<file path="src/rtl/versioned_store_pkg.sv">
// Shared types and helpers for the versioned store: default widths, the slot
// record layout and the occupancy counter width.
package versioned_store_pkg;

  localparam int DEF_DATA_WIDTH    = 32;
  localparam int DEF_VERSION_WIDTH = 4;

  typedef struct packed {
    logic                         valid;
    logic [DEF_VERSION_WIDTH-1:0] version;
    logic [DEF_DATA_WIDTH-1:0]    data;
  } slotT;

  // Occupancy counts 0..numSlots inclusive, so it needs one more state than an index.
  function automatic int occWidth(input int numSlots);
    return $clog2(numSlots + 1);
  endfunction

endpackage

</file>
<file path="src/rtl/version_select.sv">
// Combinational search for the valid slot holding the largest version that
// does not exceed the key. Versions are unique, so no tie-break is needed.
module version_select #(
  parameter  int NUM_SLOTS     = 4,
  parameter  int VERSION_WIDTH = 4,
  localparam int IDX_W         = $clog2(NUM_SLOTS)
) (
  input  logic [NUM_SLOTS-1:0]                    slotValid,
  input  logic [NUM_SLOTS-1:0][VERSION_WIDTH-1:0] slotVersion,
  input  logic [VERSION_WIDTH-1:0]                key,
  output logic                                    hit,
  output logic [IDX_W-1:0]                        index,
  output logic [VERSION_WIDTH-1:0]                version
);

  always_comb begin
    hit     = 1'b0;
    index   = '0;
    version = '0;
    for (int i = 0; i < NUM_SLOTS; i++) begin
      if (slotValid[i] && (slotVersion[i] <= key) && (!hit || (slotVersion[i] > version))) begin
        hit     = 1'b1;
        index   = IDX_W'(i);
        version = slotVersion[i];
      end
    end
  end

endmodule

</file>
<file path="src/rtl/versioned_store.sv">
// Multi-version store for one logical value: allocating writes, version-qualified
// reads with one cycle latency, and release-driven garbage collection.
module versioned_store
  import versioned_store_pkg::*;
#(
  parameter int DATA_WIDTH    = DEF_DATA_WIDTH,
  parameter int VERSION_WIDTH = DEF_VERSION_WIDTH,
  parameter int NUM_SLOTS     = 4,
  parameter bit EVICT_OLDEST  = 1'b0
) (
  input  logic                               clk,
  input  logic                               rstN,
  input  logic                               wrValid,
  output logic                               wrReady,
  input  logic [VERSION_WIDTH-1:0]           wrVersion,
  input  logic [DATA_WIDTH-1:0]              wrData,
  input  logic                               rdValid,
  input  logic [VERSION_WIDTH-1:0]           rdVersion,
  output logic                               rdRespValid,
  output logic                               rdHit,
  output logic [DATA_WIDTH-1:0]              rdData,
  output logic [VERSION_WIDTH-1:0]           rdMatchVersion,
  input  logic                               relValid,
  input  logic [VERSION_WIDTH-1:0]           relVersion,
  output logic [occWidth(NUM_SLOTS)-1:0]     occupancy
);

  localparam int IDX_W = $clog2(NUM_SLOTS);
  localparam int OCC_W = occWidth(NUM_SLOTS);

  logic [NUM_SLOTS-1:0]                    slotValid;
  logic [NUM_SLOTS-1:0]                    validNext;
  logic [NUM_SLOTS-1:0][VERSION_WIDTH-1:0] slotVersion;
  logic [DATA_WIDTH-1:0]                   slotData [NUM_SLOTS];

  logic             matchHit, freeHit, oldestFound;
  logic [IDX_W-1:0] matchIdx, freeIdx, oldestIdx, wrIdx;
  logic [VERSION_WIDTH-1:0] oldestVer;
  logic             wrFire;

  logic                     selHit;
  logic [IDX_W-1:0]         selIdx;
  logic [VERSION_WIDTH-1:0] selVersion;

  // Write-side searches all look at pre-edge state only.
  always_comb begin
    matchHit    = 1'b0;
    matchIdx    = '0;
    freeHit     = 1'b0;
    freeIdx     = '0;
    oldestFound = 1'b0;
    oldestIdx   = '0;
    oldestVer   = '0;
    for (int i = 0; i < NUM_SLOTS; i++) begin
      if (slotValid[i] && (slotVersion[i] == wrVersion)) begin
        matchHit = 1'b1;
        matchIdx = IDX_W'(i);
      end
      if (!slotValid[i] && !freeHit) begin
        freeHit = 1'b1;
        freeIdx = IDX_W'(i);
      end
      if (slotValid[i] && (!oldestFound || (slotVersion[i] < oldestVer))) begin
        oldestFound = 1'b1;
        oldestIdx   = IDX_W'(i);
        oldestVer   = slotVersion[i];
      end
    end
  end

  assign wrReady = matchHit || freeHit || EVICT_OLDEST;
  assign wrIdx   = matchHit ? matchIdx : (freeHit ? freeIdx : oldestIdx);
  assign wrFire  = wrValid && wrReady;

  // A slot being written survives a same-edge release that would otherwise free it.
  for (genvar gi = 0; gi < NUM_SLOTS; gi++) begin : gValidNext
    assign validNext[gi] =
        (slotValid[gi] && !(relValid && (slotVersion[gi] < relVersion)))
      || (wrFire && (wrIdx == IDX_W'(gi)));
  end

  always_comb begin
    occupancy = '0;
    for (int i = 0; i < NUM_SLOTS; i++) begin
      occupancy = occupancy + OCC_W'(slotValid[i]);
    end
  end

  version_select #(
    .NUM_SLOTS    (NUM_SLOTS),
    .VERSION_WIDTH(VERSION_WIDTH)
  ) uReadSelect (
    .slotValid  (slotValid),
    .slotVersion(slotVersion),
    .key        (rdVersion),
    .hit        (selHit),
    .index      (selIdx),
    .version    (selVersion)
  );

  always_ff @(posedge clk) begin
    if (wrFire) begin
      slotData[wrIdx]    <= wrData;
      slotVersion[wrIdx] <= wrVersion;
    end
  end

  always_ff @(posedge clk or negedge rstN) begin
    if (!rstN) begin
      slotValid      <= '0;
      rdRespValid    <= 1'b0;
      rdHit          <= 1'b0;
      rdData         <= '0;
      rdMatchVersion <= '0;
    end else begin
      slotValid   <= validNext;
      rdRespValid <= rdValid;
      if (rdValid) begin
        rdHit          <= selHit;
        rdData         <= selHit ? slotData[selIdx] : '0;
        rdMatchVersion <= selHit ? selVersion : '0;
      end
    end
  end

endmodule

</file>
<file path="config.mk">
export PLATFORM = sky130hd
export DESIGN_NAME = versioned_store
export DESIGN_NICKNAME = d
export VERILOG_FILES = /design/src/rtl/versioned_store_pkg.sv /design/src/rtl/version_select.sv /design/src/rtl/versioned_store.sv
export SDC_FILE = /design/constraint.sdc
export NUM_CORES = 1
export LEC_CHECK = 0
export CAP_MARGIN = 5
export CORE_MARGIN = 2
export CORE_UTILIZATION = 40
export DETAILED_ROUTE_END_ITERATION = 12
export PLACE_DENSITY = 0.59
export SYNTH_ARGS = -nofsm -noshare
export SYNTH_HDL_FRONTEND = slang
export SYNTH_SLANG_ARGS = --single-unit
</file>
<file path="constraint.sdc">
create_clock -name clk -period 7.95 [get_ports clk]
set_input_delay 1.1925 -clock clk [delete_from_list [all_inputs] [get_ports clk]]
set_output_delay 1.1925 -clock clk [all_outputs]
set_load 0.05 [all_outputs]
</file>
After elaboration in Yosys (flattened, before gate mapping) --
Memories as Yosys holds them, arrays and structs flattened. Index checks and enable logic that the tools add are counted.
Word-level totals: flip-flop bits (word level) 58, latch bits 0, RAM bits 128, ROM bits 0, output and inout bits 42, word-level logic and storage cells 137, memories 1
Memories:
- slotData | depth 4, bits a word 32, read ports 1, clocked after memory_dff 0, write ports 1, line versioned_store.sv:34 | logic [DATA_WIDTH-1:0] slotData [NUM_SLOTS];
Cells by class: add/subtract/negate cells 3, multiply operators 0, div/mod/pow operators 0, magnitude comparators 16, equal/unequal tests 7, shifts and indexed selects 0, mux-type cells 43, bitwise operators 0, reductions and logical operators 58
Operators by type and width (number):
- 4-bit 2-to-1 mux | 9
- 32-bit 2-to-1 mux | 1
- 1-bit logical AND | 31
- 4-bit less-than comparator | 7
- 1-bit 2-to-1 mux | 21
- 2-bit 2-to-1 mux | 10
- 16-bit bitwise mux | 1
- 4-bit equality test | 4
- 4-bit <= comparator | 4
- 1-bit logical NOT | 15
- 4-bit > comparator | 3
- 1-bit logical OR | 11
- 4-bit demux with 2-bit select | 1
- 2-bit equality test, second input constant | 2
- 2-bit by 1-bit adder with 3-bit output | 1
- 3-bit by 1-bit adder with 3-bit output | 1
- 2-bit by 3-bit less-than comparator with 1-bit output, second input constant | 1
- 1-bit by 1-bit adder with 2-bit output | 1
- 2-bit by 1-bit equality test with 1-bit output, second input constant | 1
- 2-bit by 1-bit greater-or-equal comparator with 1-bit output, second input constant | 1
- 2-bit logical NOT | 1

Longest topological paths before layout --
depth after elaboration 20, depth in mapped cells 32, mapped depth without buffers 28

Hierarchy --
From an unflattened synthesis, not the netlist that was laid out.
Unflattened totals: cell total of the unflattened synthesis 642, area, all modules 8959.8 um^2
Modules (own cells, without submodules):
- versioned_store | times used 1, cells an instance 517, area each 7936.4 um^2
- version_select | times used 1, cells an instance 125, area each 1023.5 um^2

Worst setup path before layout --
OpenSTA, ideal clock, no wires.
kind input port to flip-flop, start in rdVersion[2], end reg rdData[10], data arrival time 6274 ps, path slack 1575 ps, stages 29, path buffers 4, cell sequence inv_1 > ha_1 > o21ai_1 > a21oi_2 > o21ai_4 > nand2_1 > ha_1 > a21oi_1 > o21a_1 > o211a_4 > clkbuf_1 > o22ai_1 > inv_1 > ha_1 > nor2b_1 > o21a_1 > o21a_1 > o21a_1 > o21ai_4 > buf_4 > mux2i_1 > ha_1 > and4_1 > a21oi_1 > and2_1 > clkbuf_1 > buf_2 > nor3_1 > o32ai_1
Between the ends: cells in the longest elaborated chain, start to end 17, elaborated cells on any way between the ends 32, those cells by class order compare: 7; mux: 11; reduce/logical: 13; memory: 1
RTL lines:
- start, declared | line versioned_store.sv:18 | input logic [VERSION_WIDTH-1:0] rdVersion,
- 4-bit <= comparator | line version_select.sv:21 | if (slotValid[i] && (slotVersion[i] <= key) && (!hit || (slotVersion[i] > version))) begin
- 1-bit logical AND | line version_select.sv:21
- 4-bit 2-to-1 mux / 1-bit 2-to-1 mux (equally long branches) | line version_select.sv:21
- 4-bit > comparator / 1-bit logical NOT (equally long branches) | line version_select.sv:21
- 1-bit logical OR | line version_select.sv:21
- 1-bit logical AND | line version_select.sv:21
- 4-bit 2-to-1 mux / 1-bit 2-to-1 mux (equally long branches) | line version_select.sv:21
- 4-bit > comparator / 1-bit logical NOT (equally long branches) | line version_select.sv:21
- 1-bit logical OR | line version_select.sv:21
- 1-bit logical AND | line version_select.sv:21
- 4-bit 2-to-1 mux / 1-bit 2-to-1 mux (equally long branches) | line version_select.sv:21
- 4-bit > comparator / 1-bit logical NOT (equally long branches) | line version_select.sv:21
- 1-bit logical OR | line version_select.sv:21
- 1-bit logical AND | line version_select.sv:21
- 2-bit 2-to-1 mux | line version_select.sv:21
- memory 4 x 32 bit
- 32-bit 2-to-1 mux (*) | line versioned_store.sv:120 | rdData <= selHit ? slotData[selIdx] : '0;
- end signal, assigned | line versioned_store.sv:120
- end, declared | line versioned_store.sv:21 | output logic [DATA_WIDTH-1:0] rdData,
Mark *: on every way between the ends. The rest lies on a longest branch, timed or not. A chain may end at the register's enable or synchronous reset.

Worst setup path after layout --
start in rdVersion[2], end reg rdData[31]
Same word-level chain as after synthesis.

==> impl_metrics.py <==
metrics = {
    "floorplan": {
        "die_area_um2": 24300,
        "die_w_um": 156,
        "pin_count": 91,
        "core_area_um2": 22600,
        "die-height_um": 156,
        "start_util": 0.407,
        "row_count": 55,
    },
    "clock_tree": {
        "postCtsHoldBufs": 0,
        "cts_post_setup_buffers_inserted": 0,
        "cts_buffers": 17,
        "cts-resized-gates": 0,
        "clk_pin_slew_ns": 0.07,
        "htree_levels": 4,
        "clk_path_buf_depth": 2,
        "clk_latency_ns": 0.43,
        "clkSinkCount": 186,
        "cts_tree": "done",
        "cts_root_buffer": "clkbuf_16",
    },
    "synth": {
        "ys.flop_type": "edfxtp_1",
        "async_flop_share": 0.226,
        "syn_nets": 826,
        "ys_warn_count": 0,
        "syn_inst": 722,
        "synthTopCellsByCount": "144 x edfxtp_1, 67 x o21ai_0, 60 x inv_1, 54 x ha_1, 42 x dfrtp_1",
        "synth.avg_cell_area_um2": 12.8,
        "ys_ff_latch": 186,
        "yosysMostFrequentCell": "edfxtp_1",
        "syn_area_um2": 9220,
        "synth_top_cell_by_area": "edfxtp_1",
        "synth_cell_type_count": 67,
        "synth.top_cell.area_share": 0.469,
        "synth_edf_count": 144,
        "yosysSeqAreaShare": 0.583,
        "yosys-top-cells-area": "edfxtp_1 47%, dfrtp_1 11%, ha_1 7.3%",
    },
    "route": {
        "drt_iter0_markers": 507,
        "routedWlPerCell_um": 21.7,
        "antenna_left": 0,
        "vias": 6405,
        "drt-total-wl_mm": 23.8,
        "viasPerCell": 5.82,
        "drc": 0,
        "drt_pass1_iterations": 5,
    },
    "global_routing": {
        "grt_start_max_net_pins": 65,
        "track_usage": 0.204,
        "grt_pass1_wl_mm": 37.7,
        "grt_pass1_vias": 6943,
        "gr-total-overflow": 0,
        "antenna_found_initial": 0,
    },
    "power": {
        "p_leak_nw": 3.95,
        "switching_power_mw": 1.83,
        "combPwrFrac": 0.465,
        "power_density_nw_per_um2": 395,
        "total_power_mw": 4.34,
        "clkPwrFrac": 0.190,
        "ir_drop_uv": 200,
        "switching_share": 0.421,
        "p_seq_frac": 0.345,
        "intPower_mw": 2.52,
    },
    "critical_path": {
        "cp.required_ns": 8.26,
        "path_class": "in2reg",
        "worstRegToRegCells": 22,
        "crit_path_end_kind": "flip-flop",
        "start_kind": "input pin",
        "cp_data_arrival_time_ns": 7.50,
        "critPathMaxFanout": 35,
    },
    "placed_design": {
        "placed_area_um2": 10400,
        "globalplace.congestion": 0.877,
        "port_buffers": 90,
        "dp_hpwl_mm": 14.9,
    },
    "timing": {
        "setup_violations": 0,
        "finalCriticalPeriod_ns": 7.19,
        "max_freq_mhz": 139,
        "hold_viol_final": 0,
        "fin_tns_setup_ns": 0,
        "relSlewSlack": 0.245,
        "fin_skew_ns": 0.00815,
        "timing.hold.ws_ns": 0.494,
        "worst_slew_pin_slew_ns": 1.13,
        "final_max_slew_viol_count": 0,
        "rsz0062_at_grt": "no",
        "fin_crit_sh": 0.905,
    },
    "run": {
        "cap_violations": 0,
    },
    "cells_and_area": {
        "n_antenna_cell": 0,
        "nNetsFinal": 907,
        "area_delta_synth_final_pct": 19.3,
        "drive_gt1_frac": 0.116,
        "final_util": 0.486,
        "fin_area_um2": 11000,
    },
    "worst_hold_path": {
        "hold_class": "reg2reg",
        "hold_depth": 1,
    },
    "status": {
        "status": "finished clean",
    },
}
## path summary, 6_finish.rpt
| kind | start | endpoint | slack [ns] |
|---|---|---|---|
| max | rdVersion[2] | rdData[31]$_DFFE_PN0P_ | 0.76 |
| min | rdHit$_DFFE_PN0P_ | rdHit$_DFFE_PN0P_ | 0.49 |
| max reg2reg | slotValid[0]$_DFF_PN0_ | slotData[2][22]$_DFFE_PP_ | 1.32 |
| min reg2reg | rdHit$_DFFE_PN0P_ | rdHit$_DFFE_PN0P_ | 0.49 |
| max in group asynchronous | rstN | rdData[3]$_DFFE_PN0P_ | 6.59 |
| min in group asynchronous | rstN | rdData[27]$_DFFE_PN0P_ | 0.90 |
## cell families after synthesis
logic type,synth area share
buf+inv,0.0466
xor+xnor,0.0152
compound gates,0.154
flops,0.583
fa+ha+maj,0.0755
mux,0.0124
simple gates,0.113
## worst max-delay path, cell delays in order
cell	delay, ns
clkdlybuf4s50_1	0.46
inv_1	0.08
ha_1	0.32
o21ai_1	0.19
a21oi_2	0.07
o21ai_4	0.29
nand2_1	0.12
ha_1	0.31
nand2_1	0.07
nor2_1	0.26
o211a_4	0.51
o22ai_1	0.16
inv_1	0.10
ha_1	0.24
nor2b_1	0.14
o21a_1	0.17
o21a_1	0.17
o21a_1	0.20
o21ai_4	0.25
mux2i_1	0.34
ha_1	0.32
and4_1	0.20
a21oi_1	0.30
and2_2	0.20
buf_4	0.38
nor3_1	0.10
o32ai_1	0.34
## power groups by stage
stage	clock network [mW]	registers [mW]	logic, mW
2_1_floorplan	0	1.73	1.18
3_3_place_gp	0	1.51	1.96
3_5_place_dp	0	1.51	2.02
4_1_cts	0.838	1.50	2.03
5_1_grt	0.882	1.52	2.20
6_report	0.825	1.50	2.02
## per-stage QoR
stage | instances | setup slack (ns)
finish | 1101 | 0.759
global route | 1101 | 0.403
CTS | 1101 | 0.847
detailed placement | 1069 | 0.480
global placement | 1069 | 0.798
floorplan | 722 | 1.58
## sequential cells by signal (all words and copies together) (netlist names)
| register | cells |
|---|---|
| rdData | 32 |
| rdRespValid | 1 |
| rdMatchVersion | 4 |
| slotVersion | 16 |
| rdHit | 1 |
| slotData | 128 |
| slotValid | 4 |
## layout make-up
| cell class | count | area [um^2] |
|---|---|---|
| well taps | 285 | 357 |
| flip-flops and latches | 186 | 5380 |
| repair buffers | 101 | 986 |
| clock inverters | 11 | 110 |
| fillers | 1934 | 11600 |
| inverters | 61 | 229 |
| multi-input cells | 436 | 3470 |
| clock buffers | 21 | 470 |
## placed cells by master, fill, tap and decap left out, types with 4 or more instances in the layout
master	instances
o21a_1	10
nor2_4	4
nand2b_1	5
dfrtp_1	42
and2_1	5
mux2i_1	8
nor2_1	7
xnor2_1	8
nor3_1	33
and3b_1	4
inv_1	60
a21oi_1	10
xor2_1	8
and4_1	33
ha_1	54
nand4_1	6
o32ai_1	12
a32oi_1	4
nand3_1	36
nand2_1	23
edfxtp_1	144
o21ai_0	67
buf_4	10
clkbuf_16	17
o32ai_2	19
o21ai_1	9
clkdlybuf4s50_1	88
o22ai_1	5
a21boi_0	5
nor2b_1	5
o211ai_1	4
## routing by layer
| layer | global-route usage | share of wire |
|---|---|---|
| met5 | 0 | 0 |
| met4 | 0.0896 | 0.032 |
| met3 | 0.0353 | 0.048 |
| met2 | 0.347 | 0.49 |
| met1 | 0.256 | 0.43 |
Power figures use the tool's default switching activity.
